`config.mk`:
```
export PLATFORM = sky130hd
export DESIGN_NAME = fetch_stage
export DESIGN_NICKNAME = d
export VERILOG_FILES = /design/src/rtl/fetch_stage.sv
export SDC_FILE = /design/constraint.sdc
export NUM_CORES = 1
export LEC_CHECK = 0
export BUFFER_PORTS_ARGS = -buffer_cell sky130_fd_sc_hd__buf_2
export CAP_MARGIN = 20
export CORE_ASPECT_RATIO = 1.25
export CORE_MARGIN = 2
export CORE_UTILIZATION = 35
export DETAILED_ROUTE_END_ITERATION = 7
export PLACE_DENSITY = 0.58
export SLEW_MARGIN = 25
export SYNTH_ARGS = -nofsm -noshare
export SYNTH_HDL_FRONTEND = slang
export SYNTH_SLANG_ARGS = --single-unit
```
`constraint.sdc`:
```
create_clock -name clk -period 9.3 [get_ports clk]
set_clock_uncertainty 0.05 [all_clocks]
set_input_delay 1.86 -clock clk [delete_from_list [all_inputs] [get_ports clk]]
set_output_delay 1.86 -clock clk [all_outputs]
set_load 0.005 [all_outputs]
```
`src/rtl/fetch_stage.sv`:
```
// ---------------------------------------------------------------------------
// fetch_stage
//   Instruction fetch front end. It issues read requests to instruction
//   memory at the current PC and holds the PC until the memory acknowledges.
//   The returned word goes into a registered output slot toward decode. A
//   one-entry skid buffer catches a word that returns while decode is
//   stalled. A redirect (taken branch/jump) flushes the fetch path. A
//   request that is still outstanding when a redirect arrives is drained,
//   and its data is discarded.
//
// Ports
//   clk, reset           clock; asynchronous active-high reset
//   pc_i                 current PC from the PC register
//   pc_hold_o            1 = PC holds, 0 = PC loads its next value
//   imem_req_o           instruction-memory read request
//   imem_addr_o          instruction-memory read address
//   imem_ack_i           read data valid this cycle (qualified by imem_req_o)
//   imem_rdata_i         fetched instruction word
//   redirect_i           branch/jump taken; flush, PC loads target
//   id_stall_i           decode cannot accept (qualified by valid_o)
//   valid_o              output slot holds a fetched instruction
//   instr_o, pc_o,
//   pc_plus4_o           registered instruction, its address, address+4
// ---------------------------------------------------------------------------
module fetch_stage #(
   parameter int N_BITS = 32
) (
   input  logic              clk,
   input  logic              reset,
   input  logic [N_BITS-1:0] pc_i,
   output logic              pc_hold_o,
   output logic              imem_req_o,
   output logic [N_BITS-1:0] imem_addr_o,
   input  logic              imem_ack_i,
   input  logic [N_BITS-1:0] imem_rdata_i,
   input  logic              redirect_i,
   input  logic              id_stall_i,
   output logic              valid_o,
   output logic [N_BITS-1:0] instr_o,
   output logic [N_BITS-1:0] pc_o,
   output logic [N_BITS-1:0] pc_plus4_o
);

   localparam logic [1:0] S_IDLE  = 2'd0;
   localparam logic [1:0] S_REQ   = 2'd1;
   localparam logic [1:0] S_FULL  = 2'd2;
   localparam logic [1:0] S_DRAIN = 2'd3;

   logic [1:0]        state_q, state_d;
   logic [N_BITS-1:0] addr_q, addr_d;
   logic              valid_q, valid_d;
   logic [N_BITS-1:0] instr_q, instr_d;
   logic [N_BITS-1:0] pc_q, pc_d;
   logic [N_BITS-1:0] pc4_q, pc4_d;
   logic [N_BITS-1:0] skid_instr_q, skid_instr_d;
   logic [N_BITS-1:0] skid_pc_q, skid_pc_d;

   logic req_w, ack_w, slot_free_w;

   assign req_w       = (state_q == S_REQ) || (state_q == S_DRAIN);
   // An ack only counts while a request is actually on the bus.
   assign ack_w       = imem_ack_i && req_w;
   // The stall input only matters when the slot holds something.
   assign slot_free_w = !valid_q || !id_stall_i;

   assign imem_req_o  = req_w;
   // DRAIN replays the captured address; the PC has already moved on.
   assign imem_addr_o = (state_q == S_DRAIN) ? addr_q : pc_i;
   assign valid_o     = valid_q;
   assign instr_o     = instr_q;
   assign pc_o        = pc_q;
   assign pc_plus4_o  = pc4_q;

   always_comb begin
      state_d      = state_q;
      addr_d       = addr_q;
      valid_d      = valid_q;
      instr_d      = instr_q;
      pc_d         = pc_q;
      pc4_d        = pc4_q;
      skid_instr_d = skid_instr_q;
      skid_pc_d    = skid_pc_q;
      pc_hold_o    = 1'b1;

      // Decode consumed the slot and nothing new arrives: empty it.
      if (valid_q && !id_stall_i) valid_d = 1'b0;

      case (state_q)
         S_IDLE: state_d = S_REQ;

         S_REQ: begin
            addr_d = pc_i;
            if (redirect_i) begin
               pc_hold_o = 1'b0;
               valid_d   = 1'b0;
               // Without an ack the memory still owes us a word.
               state_d   = ack_w ? S_REQ : S_DRAIN;
            end else if (ack_w) begin
               pc_hold_o = 1'b0;
               if (slot_free_w) begin
                  instr_d = imem_rdata_i;
                  pc_d    = pc_i;
                  pc4_d   = pc_i + N_BITS'(4);
                  valid_d = 1'b1;
               end else begin
                  skid_instr_d = imem_rdata_i;
                  skid_pc_d    = pc_i;
                  state_d      = S_FULL;
               end
            end
         end

         S_FULL: begin
            if (redirect_i) begin
               pc_hold_o = 1'b0;
               valid_d   = 1'b0;
               state_d   = S_REQ;
            end else if (!id_stall_i) begin
               instr_d = skid_instr_q;
               pc_d    = skid_pc_q;
               pc4_d   = skid_pc_q + N_BITS'(4);
               valid_d = 1'b1;
               state_d = S_REQ;
            end
         end

         default: begin // S_DRAIN
            if (redirect_i) begin
               pc_hold_o = 1'b0;
               valid_d   = 1'b0;
            end else if (ack_w) begin
               state_d = S_REQ;
            end
         end
      endcase
   end

   always_ff @(posedge clk or posedge reset) begin
      if (reset) begin
         state_q      <= S_IDLE;
         addr_q       <= '0;
         valid_q      <= 1'b0;
         instr_q      <= '0;
         pc_q         <= '0;
         pc4_q        <= '0;
         skid_instr_q <= '0;
         skid_pc_q    <= '0;
      end else begin
         state_q      <= state_d;
         addr_q       <= addr_d;
         valid_q      <= valid_d;
         instr_q      <= instr_d;
         pc_q         <= pc_d;
         pc4_q        <= pc4_d;
         skid_instr_q <= skid_instr_d;
         skid_pc_q    <= skid_pc_d;
      end
   end

endmodule

```
* Word-level counts from Yosys, hierarchy flattened
Index checks and enable logic that the tools add are counted.
Storage, ports and cells: RAM bits 0, flip-flop bits (word level) 195, memories 0, input bits 69, ROM bits 0, bits in latches 0
Operators by class: $mul 0, shift operators 0, muxes and demuxes 40, add/subtract/negate cells 2, div/mod/pow operators 0, equality and inequality tests 12, reductions and logical operators 12, bitwise logic cells 2, magnitude comparators 0
Operators with widths (number):
- 32-bit two-way mux | 16
- 32-bit one-hot mux with 2 select lines | 3
- 32-bit by 3-bit adder with 32-bit output, second input constant | 2
- 2-bit two-way mux | 8
- 1-bit two-way mux | 10
- 2-bit != test, second input constant | 5
- 3-bit != test, second input constant | 3
- 2-bit one-hot mux with 3 select lines | 1
- 6-bit AND reduction | 1
- 5-bit AND reduction | 1
- 2-bit == test, second input constant | 2
- 4-bit by 1-bit != test with 1-bit output, second input constant | 1
- 4-bit AND reduction | 1
- 4-bit nonzero test | 1
- 1-bit one-hot mux with 3 select lines | 1
- 2-bit by 1-bit == test with 1-bit output, second input constant | 1
- 1-bit logical AND | 2
- 1-bit zero test | 2
- 2-bit zero test | 1
- 1-bit logical OR | 2
- 1-bit inverter | 2
- 1-bit one-hot mux with 2 select lines | 1
- 2-bit nonzero test | 1

* Longest topological paths before layout
Gate-level depths: netlist of the first run.
word-level depth 7, gate-level depth with buffers 14

* Worst setup path after synthesis of the first run
Ideal clock, no wire load.
path kind input-to-output, start point input port redirect_i, end point output port pc_hold_o, arrival 2.195 ns, path buffers 1, path slack 5.195 ns, stages 2, cell sequence clkbuf_1 -> o22ai_1
Between the ends: word-level cells in the longest chain between the ends 2, elaborated cells on any way between the ends 3, classes of those cells 3 x mux
RTL lines:
- start, declared | line 36 | input logic redirect_i,
- 1-bit two-way mux (on tied branches) | line 114, 128, 93
- 1-bit one-hot mux with 2 select lines (*) | line 88 | case (state_q)
- end, declared | line 31 | output logic pc_hold_o,
Every way passes the cells marked *; elsewhere a longest branch is shown, timed or not.

* Worst setup path after layout of the first run
start point input port imem_ack_i, end point output port pc_hold_o
Between the ends: word-level cells in the longest chain between the ends 4
RTL lines:
- start, declared | line 34 | input logic imem_ack_i,
- 1-bit logical AND | line 62 | assign ack_w = imem_ack_i && req_w;
- 1-bit two-way mux | line 98 | end else if (ack_w) begin
- 1-bit two-way mux | line 93 | if (redirect_i) begin
- 1-bit one-hot mux with 2 select lines | line 88
No other way between the ends.

==> results of run 1 <==
==> worst max path at each step <==
stage | cells past startpoint | endpoint | from | slack (ps)
2_1_floorplan | 1 | addr_q[0] | reset | 2130
3_3_place_gp | 5 | skid_instr_q[7] | redirect_i | 4840
3_5_place_dp | 4 | pc_hold_o | imem_ack_i | 4860
4_1_cts | 3 | imem_addr_o[27] | state_q[0] | 4830
5_1_grt | 3 | imem_addr_o[27] | state_q[0] | 4760
6_report | 4 | pc_hold_o | imem_ack_i | 4840
==> sequential cells by signal, summed over array words and instances, names as in the netlist <==
register	cells
addr_q	32
instr_o	32
pc_o	32
skid_instr_q	32
skid_pc_q	32
pc_plus4_o	30
state_q	2
valid_o	1
==> where the power goes <==
group	internal, mW	switching, mW	total (mW)
Sequential	1.02	0.100	1.12
Combinational	0.258	0.239	0.497
Clock	0.361	0.358	0.719
Total	1.64	0.698	2.34
==> cells by family after synthesis <==
group | share of synthesized area [%]
AO/OA/AOI/OAI | 7.12
XOR/XNOR | 2.29
adder cells (fa/ha/maj) | 0.136
buffers and inverters | 2.95
flip-flops | 52.5
multiplexers | 20.9
AND/OR/NAND/NOR | 14.0
==> area by class of cell <==
class	instances	area, sq um
clock buffers	19	443
clock inverters	13	121
fillers	2509	14900
inverters	4	22.5
multi-input cells	594	4110
flip-flops and latches	193	4830
well taps	340	425
repair buffers	208	1090
==> stage by stage <==
stage / hold WS, ps / utilization (%) / setup slack [ps] / cell area [sq um] / std cells
3_5_place_dp: 408 / 40.3 / 4860 / 10500 / 1338
3_3_place_gp: 406 / 40.3 / 4840 / 10400 / 1337
5_1_grt: 448 / 42.6 / 4760 / 11000 / 1371
4_1_cts: 426 / 42.5 / 4830 / 11000 / 1370
6_report: 420 / 42.6 / 4840 / 11000 / 1371
2_1_floorplan: 408 / - / 2130 / 9190 / 845
==> cell usage after synthesis, drive strengths merged (2+ instances only) <==
cell	count	area (sq um)
and3	14	87.6
nor2b	3	18.8
xor2	15	131
o31ai	3	22.5
nor2	48	180
nor4	9	68.8
nor3	5	36.3
nand2	185	694
o2111ai	4	41.3
clkbuf	25	93.8
o22ai	2	12.5
xnor2	9	78.8
o21ai	48	240
dfrtp	193	4830
a21oi	5	25.0
nand4	3	40.0
nand3	10	50.1
mux2	132	1490
inv	4	15.0
mux2i	38	438
nor3b	2	20.0
a21o	3	22.5
a31oi	42	263
nand2b	4	32.5
buf	29	163
==> layer usage <==
metal | GRT usage, % | vias up | wire length [microns]
met3 | 4.80 | 36 | 1550
li1 | - | 3277 | -
met2 | 30.5 | 207 | 12100
met5 | 0 | - | 0
met4 | 6.40 | 0 | 540
met1 | 21.4 | 3286 | 9740
==> worst max-delay path, cell delays in order <==
cell and delay [ps]:
buf_2 110, nor2b_1 270, o22ai_1 150, buf_2 160
==> cells in the final DEF (no fill, tap or decap), types with 5 or more instances in the layout <==
| cell | Yosys | layout |
|---|---|---|
| a21oi_1 | 5 | 5 |
| a31oi_1 | 42 | 42 |
| and3_1 | 14 | 14 |
| buf_2 | 16 | 199 |
| buf_4 | 2 | 7 |
| clkbuf_16 | 0 | 17 |
| dfrtp_1 | 193 | 193 |
| inv_8 | 0 | 6 |
| mux2_1 | 5 | 5 |
| mux2_2 | 127 | 127 |
| mux2i_1 | 32 | 32 |
| nand2_1 | 185 | 184 |
| nand3_1 | 10 | 10 |
| nor2_1 | 48 | 47 |
| nor4_1 | 7 | 7 |
| o21ai_0 | 38 | 38 |
| o21ai_1 | 10 | 10 |
| xnor2_1 | 9 | 9 |
| xor2_1 | 15 | 15 |
==> flow_summary.yaml, run 1 <==
status:
  outcome: "finished, final reports clean"
worst_setup_path:
  crit_path_start_kind: "input port"
  path_class: "input port to output port"
  cp-end-kind: "output port"
  r2r_slack_ps: 5500
  regToRegEndpoint: "pc_plus4_o[30]"
  rr_worst_depth: 7
  rr_startpoint: "state_q[0]"
  crit_fanout: 4
  cp.required_ps: 7390
  cp.arrival_ps: 2550
worst_hold_path:
  min_path_cells: 2
  hold_path_class: "flop to flop"
  hold_start: "pc_o[3]"
  whs_endpoint: "pc_o[3]"
synth:
  async_reset_ff_share_pct: 100
  yosys_most_used_dff: "dfrtp_1"
  seq_area_frac_synth_pct: 52.5
  avgSynthCellArea_sq_um: 10.9
  ys_ff_latch: 193
  synthCells: 845
  syn_nets: 915
  synth_edf_count: 0
  yosys_warnings: 0
  synth_cell_types: 50
  syn_area_sq_um: 9190
routing:
  vias: 6806
  dr.first_iter.drc_count: 304
  drc: 0
  via_per_inst: 4.96
  wl_per_cell_microns: 17.5
  antenna_left: 0
  drt_wl_total_mm: 24.0
  dr.pass1.iters: 5
cells_and_area:
  diodes: 0
  area_growth_pct: 20.2
  layout-drive-gt1-share_pct: 37.5
  fin_nets: 1088
clock_tree:
  cts_inserted_buffers: 17
  postCtsHoldBufs: 0
  clockBufferDepth: 2
  cts_max_level: 4
  cts_setup_buffers: 0
  clkLatencyLatePin_ps: 450
  cts_tree: "done"
  cts_resized: 0
  clock-sinks: 193
  root_buffer: "clkbuf_16"
  clkTransAtPathRegs_ps: 70
sta:
  worst_slew_pin_slew_ps: 963
  fmax_mhz: 224
  hold_viol: 0
  finalCritPeriodShare_pct: 48.0
  slew_headroom_pct: 35.6
  rsz0062_at_grt: "no"
  setup_tns_ps: 0
  timing.final.crit_period_ps: 4460
  setup_viol_count_final: 0
  final_max_slew_viol_count: 0
die:
  io_pins: 200
  fp.dieW_microns: 149
  num_rows: 66
  die_h_microns: 185
  die-area_sq_um: 27600
  initial_core_util_pct: 35.5
  coreArea_sq_um: 25900
placement:
  finalWeightedCongestion: 0.823
  portBuffers: 199
  dp_hpwl_mm: 16.7
global_route:
  track_usage_pct: 17.8
  grt_overflow: 0
  antenna_found_initial: 0
  grt_pass1_vias: 6654
  grt_max_degree: 122
  grt_pass1_wl_mm: 37.5
power_and_ir_drop:
  leakage_nw: 5.43
  power_density_nw_per_um2: 211
  vdd_ir_drop_max_uv: 126
  power_mw: 2.34
flow_run:
  cap_violations: 0
Power figures use the tool's default switching activity.
==> run 2: changes to the inputs <==
- clock period: 9.3 -> 4.2 ns (I/O delays scaled with it)
==> flow_summary.yaml, run 2 (same netlist as run 1, synthesis figures left out) <==
cells_and_area:
  fin_cells: 1371
  diodes: 0
  final_common_cell: "buf_2"
  layout-drive-gt1-share_pct: 37.4
  design_area_sq_um: 11100
  area_growth_pct: 20.8
  final_cell_mix: "199 x buf_2, 193 x dfrtp_1, 184 x nand2_1, 127 x mux2_2, 47 x nor2_1"
  fin_nets: 1090
worst_setup_path:
  crit_fanout: 32
  crit_path_start_kind: "flop"
  r2r_slack_ps: 1150
  critPathCapture: "imem_addr_o[9]"
  rr_startpoint: "state_q[0]"
  cp.arrival_ps: 2390
  cp.required_ps: 3310
  regToRegEndpoint: "pc_plus4_o[31]"
  path_class: "flop to output port"
  cp-end-kind: "output port"
  startpoint: "state_q[0]"
  rr_worst_depth: 7
status:
  outcome: "finished, final reports clean"
die:
  die-area_sq_um: 27600
  fp.dieW_microns: 149
  die_h_microns: 185
  initial_core_util_pct: 35.5
  num_rows: 66
  coreArea_sq_um: 25900
  io_pins: 200
global_route:
  grt_pass1_vias: 6607
  antenna_found_initial: 0
  track_usage_pct: 17.9
  grt_overflow: 0
  grt_max_degree: 133
  grt_pass1_wl_mm: 37.8
routing:
  vias: 6908
  via_per_inst: 5.04
  dr.first_iter.drc_count: 383
  drt_wl_total_mm: 24.4
  antenna_left: 0
  wl_per_cell_microns: 17.8
  drc: 0
  dr.pass1.iters: 4
sta:
  final_max_slew_viol_count: 0
  worst_slew_pin_slew_ps: 994
  rsz0062_at_grt: "no"
  hold_viol: 0
  setup_viol_count_final: 0
  slew_headroom_pct: 33.5
  timing.final.crit_period_ps: 3280
  finalCritPeriodShare_pct: 78.0
  setup_tns_ps: 0
  fmax_mhz: 305
clock_tree:
  clkLatencyLatePin_ps: 440
  root_buffer: "clkbuf_16"
  clkTransAtPathRegs_ps: 70
  clockBufferDepth: 2
  clock-sinks: 193
  cts_max_level: 4
  cts_inserted_buffers: 17
  cts_setup_buffers: 0
  cts_tree: "done"
  cts_resized: 0
  postCtsHoldBufs: 0
placement:
  portBuffers: 199
  placed_cells: 1341
  finalWeightedCongestion: 0.812
  dp_hpwl_mm: 17.2
  placed_cell_area_sq_um: 10500
worst_hold_path:
  hold_path_class: "flop to flop"
  hold_start: "pc_plus4_o[12]"
power_and_ir_drop:
  power_density_nw_per_um2: 471
  intPower_mw: 3.73
  leakage_nw: 5.46
  switchingPower_mw: 1.50
  power_mw: 5.23
  p_clk_share_pct: 31.4
  seqPwrFrac_pct: 47.5
  sw_frac_of_total_pct: 28.7
  vdd_ir_drop_max_uv: 304
  p_comb_share_pct: 21.1
flow_run:
  cap_violations: 0
==> run 2: cell types whose count changed in the layout (fill, tap and decap cells not counted), moves of 2 or more <==
cell        previous run  this run
buf_12                 0         5
inv_8                  6         1
bufinv_16              0         2
clkinvlp_4             4         2
inv_6                  1         3
==> run 2: worst min path at each step <==
stage,to,cells after the start
CTS,pc_plus4_o[9],2
global placement,pc_plus4_o[6],1
floorplan,skid_instr_q[24],1
global route,skid_instr_q[26],1
finish,pc_plus4_o[12],2
detailed placement,pc_o[27],1
==> run 2: power by group through the flow <==
| stage | clock network [mW] | registers [mW] | logic, mW |
|---|---|---|---|
| final | 1.64 | 2.49 | 1.11 |
| after global routing | 1.75 | 2.54 | 1.25 |
| after CTS | 1.68 | 2.49 | 1.14 |
| after detailed placement | 0 | 2.53 | 1.13 |
| after global placement | 0 | 2.51 | 1.12 |
| after floorplan | 0 | 2.50 | 0.578 |
==> run 2: metrics by stage <==
step / hold WS [ps] / worst slack (ps) / utilization (%)
floorplan: 408 / 820 / -
global placement: 408 / 1270 / 40.6
detailed placement: 412 / 1180 / 40.6
CTS: 431 / 877 / 42.8
global route: 448 / 791 / 42.8
finish: 424 / 924 / 42.8
==> run 2: layer usage <==
metal  wire (microns)  GRT usage (%)
met5                0              0
met4              524           6.06
met3             1360           4.09
met2            12300           31.3
met1            10300           21.8
==> run 2: final cells by class <==
| class | count | area, sq um |
|---|---|---|
| clock buffers | 20 | 447 |
| clock inverters | 10 | 128 |
| fillers | 2568 | 14800 |
| inverters | 4 | 18.8 |
| multi-input cells | 594 | 4110 |
| flip-flops and latches | 193 | 4830 |
| well taps | 340 | 425 |
| repair buffers | 210 | 1140 |
==> run 2: critical path, cell delays in order, from the launching register on <==
cell	delay (ps)
dfrtp_1	600
nand2_2	670
mux2_2	530
buf_2	140
==> run 3: changes to the inputs <==
- ABC_AREA: unset -> 1
- PLACE_DENSITY: 0.58 -> 0.6
- clock period: 4.2 -> 2.73 ns (I/O delays scaled with it)
==> flow_summary.yaml, run 3 <==
routing:
  vias: 7731
  dr.first_iter.drc_count: 550
  drt_wl_total_mm: 25.1
  wl_per_cell_microns: 15.5
  via_per_inst: 4.78
  drc: 0
  dr.pass1.iters: 5
  antenna_left: 0
synth:
  synthTopCellsByArea: "dfrtp_1 52%, nand2_1 14%, o21ai_0 6.0%"
  yosysTopAreaCellShare_pct: 52.2
  async_reset_ff_share_pct: 100
  yosys.area.top_type: "dfrtp_1"
  yosys_warnings: 0
  yosysMostFrequentCell: "nand2_1"
  synth_top_family_by_area: "simple AND/OR/NAND/NOR gates"
  seq_area_frac_synth_pct: 52.2
  avgSynthCellArea_sq_um: 8.49
  synthMuxAreaShare_pct: 3.90
  synthSimpleGateAreaFrac_pct: 26.1
  synth_compound_area_share_pct: 10.7
  synth_common_cells: "335 x nand2_1, 193 x dfrtp_1, 110 x o21ai_0"
  ys_ff_latch: 193
  synthCells: 1089
  yosys.area_share.adder_pct: 0.135
  synth_xor_area_share_pct: 0.284
  yosys_most_used_dff: "dfrtp_1"
  synth_edf_count: 0
  synth_cell_types: 40
  syn_area_sq_um: 9250
  syn_nets: 1159
sta:
  finalCritPeriodShare_pct: 95.7
  setup_tns_ps: 0
  slew_headroom_pct: 52.9
  worst_slew_pin_slew_ps: 706
  timing.final.crit_period_ps: 2610
  hold_ws_ps: 118
  fmax_mhz: 383
  hold_viol: 0
  final_max_slew_viol_count: 0
  setup_viol_count_final: 0
  rsz0062_at_grt: "no"
placement:
  finalWeightedCongestion: 0.860
  placed_cells: 1585
  dp_hpwl_mm: 18.6
  portBuffers: 199
worst_setup_path:
  cp.arrival_ps: 2020
  max_stage_delay_ps: 430
  cp-end-kind: "output port"
  critPathTopFamily: "buffers and inverters"
  path_class: "flop to output port"
  cp.required_ps: 2130
  critPathSlowestCell: "dfrtp_1"
  cp_num_buf_inv: 4
  path_cells: "buf_4 -> nand2_1 -> inv_2 -> buf_12 -> nand2_1 -> o21ai_0 -> buf_2"
  crit_path_start_kind: "flop"
  crit_path_frequent_cell: "nand2_1"
  crit_cells: 7
  crit_fanout: 65
  rr_worst_depth: 10
global_route:
  antenna_found_initial: 2
  grt_overflow: 0
  grt_pass1_wl_mm: 40.5
  grt_max_degree: 75
  grt_pass1_vias: 7503
  track_usage_pct: 18.8
clock_tree:
  clock-sinks: 193
  root_buffer: "clkbuf_16"
  cts_tree: "done"
  clockBufferDepth: 2
  cts_inserted_buffers: 17
  postCtsHoldBufs: 0
  clkLatencyLatePin_ps: 440
  cts_max_level: 4
  cts_resized: 0
  clkTransAtPathRegs_ps: 80
  cts_setup_buffers: 0
worst_hold_path:
  hold_path_class: "input port to async pin"
die:
  num_rows: 66
  die-area_sq_um: 27700
  die_h_microns: 186
  io_pins: 200
  initial_core_util_pct: 35.5
  coreArea_sq_um: 26000
  fp.dieW_microns: 149
power_and_ir_drop:
  power_mw: 12.6
  vdd_ir_drop_max_uv: 847
  leakage_nw: 5.54
  power_density_nw_per_um2: 1120
cells_and_area:
  final_util_pct: 43.0
  fin_nets: 1334
  area_growth_pct: 21.1
  final_cell_mix: "334 x nand2_1, 199 x buf_2, 193 x dfrtp_1, 110 x o21ai_0, 99 x nor2_1"
  fin_cells: 1619
  final_common_cell: "nand2_1"
  layout-drive-gt1-share_pct: 27.4
status:
  outcome: "finished, final reports clean"
flow_run:
  cap_violations: 0
==> run 3: path summary, 6_finish.rpt <==
check                                 start          endpoint  slack, ps
max                              state_q[1]   imem_addr_o[27]        120
min                                   reset          pc_o[24]        120
max reg2reg                      state_q[1]    pc_plus4_o[19]        470
min reg2reg                         pc_o[8]           pc_o[8]        430
max in group asynchronous             reset         addr_q[5]       1760
min in group clk           imem_rdata_i[15]  skid_instr_q[15]        310
==> run 3: logic make-up (layout without fill, tap and decap cells) <==
| logic type | count (synthesis) | in the layout |
|---|---|---|
| flip-flops | 193 | 193 |
| XOR/XNOR | 3 | 3 |
| AND/OR/NAND/NOR | 551 | 551 |
| AO/OA/AOI/OAI | 177 | 177 |
| multiplexers | 32 | 32 |
| buffers and inverters | 132 | 320 |
| other | 0 | 2 |
| adder cells (fa/ha/maj) | 1 | 1 |
==> run 3: final cells by class <==
cell class              count  area [sq um]
fillers                  2635         14800
flip-flops and latches    193          4830
multi-input cells         764          3820
repair buffers            220          1250
clock buffers              19           443
well taps                 340           425
inverters                  68           263
clock inverters            13           155
diodes                      2          5.00
==> run 3: report_power, final <==
group | switching (mW) | internal, mW
combinational | 3.32 | 2.01
clock | 1.16 | 1.40
sequential | 0.636 | 4.05
total | 5.12 | 7.45
==> run 3: metal layers <==
metal	up-vias	track usage, %	share of wire, %
met3	39	3.53	4.8
met4	0	7.62	3.1
met1	3622	26.1	47
met2	197	28.8	46
li1	3873	-	-
met5	-	0	0
==> run 3: stage by stage <==
stage                     setup WS [ps]  cell area, sq um
final                               117             11200
after global routing               3.89             11200
after floorplan                    -356              9250
after CTS                          93.0             11200
after detailed placement            504             10600
after global placement              528             10600
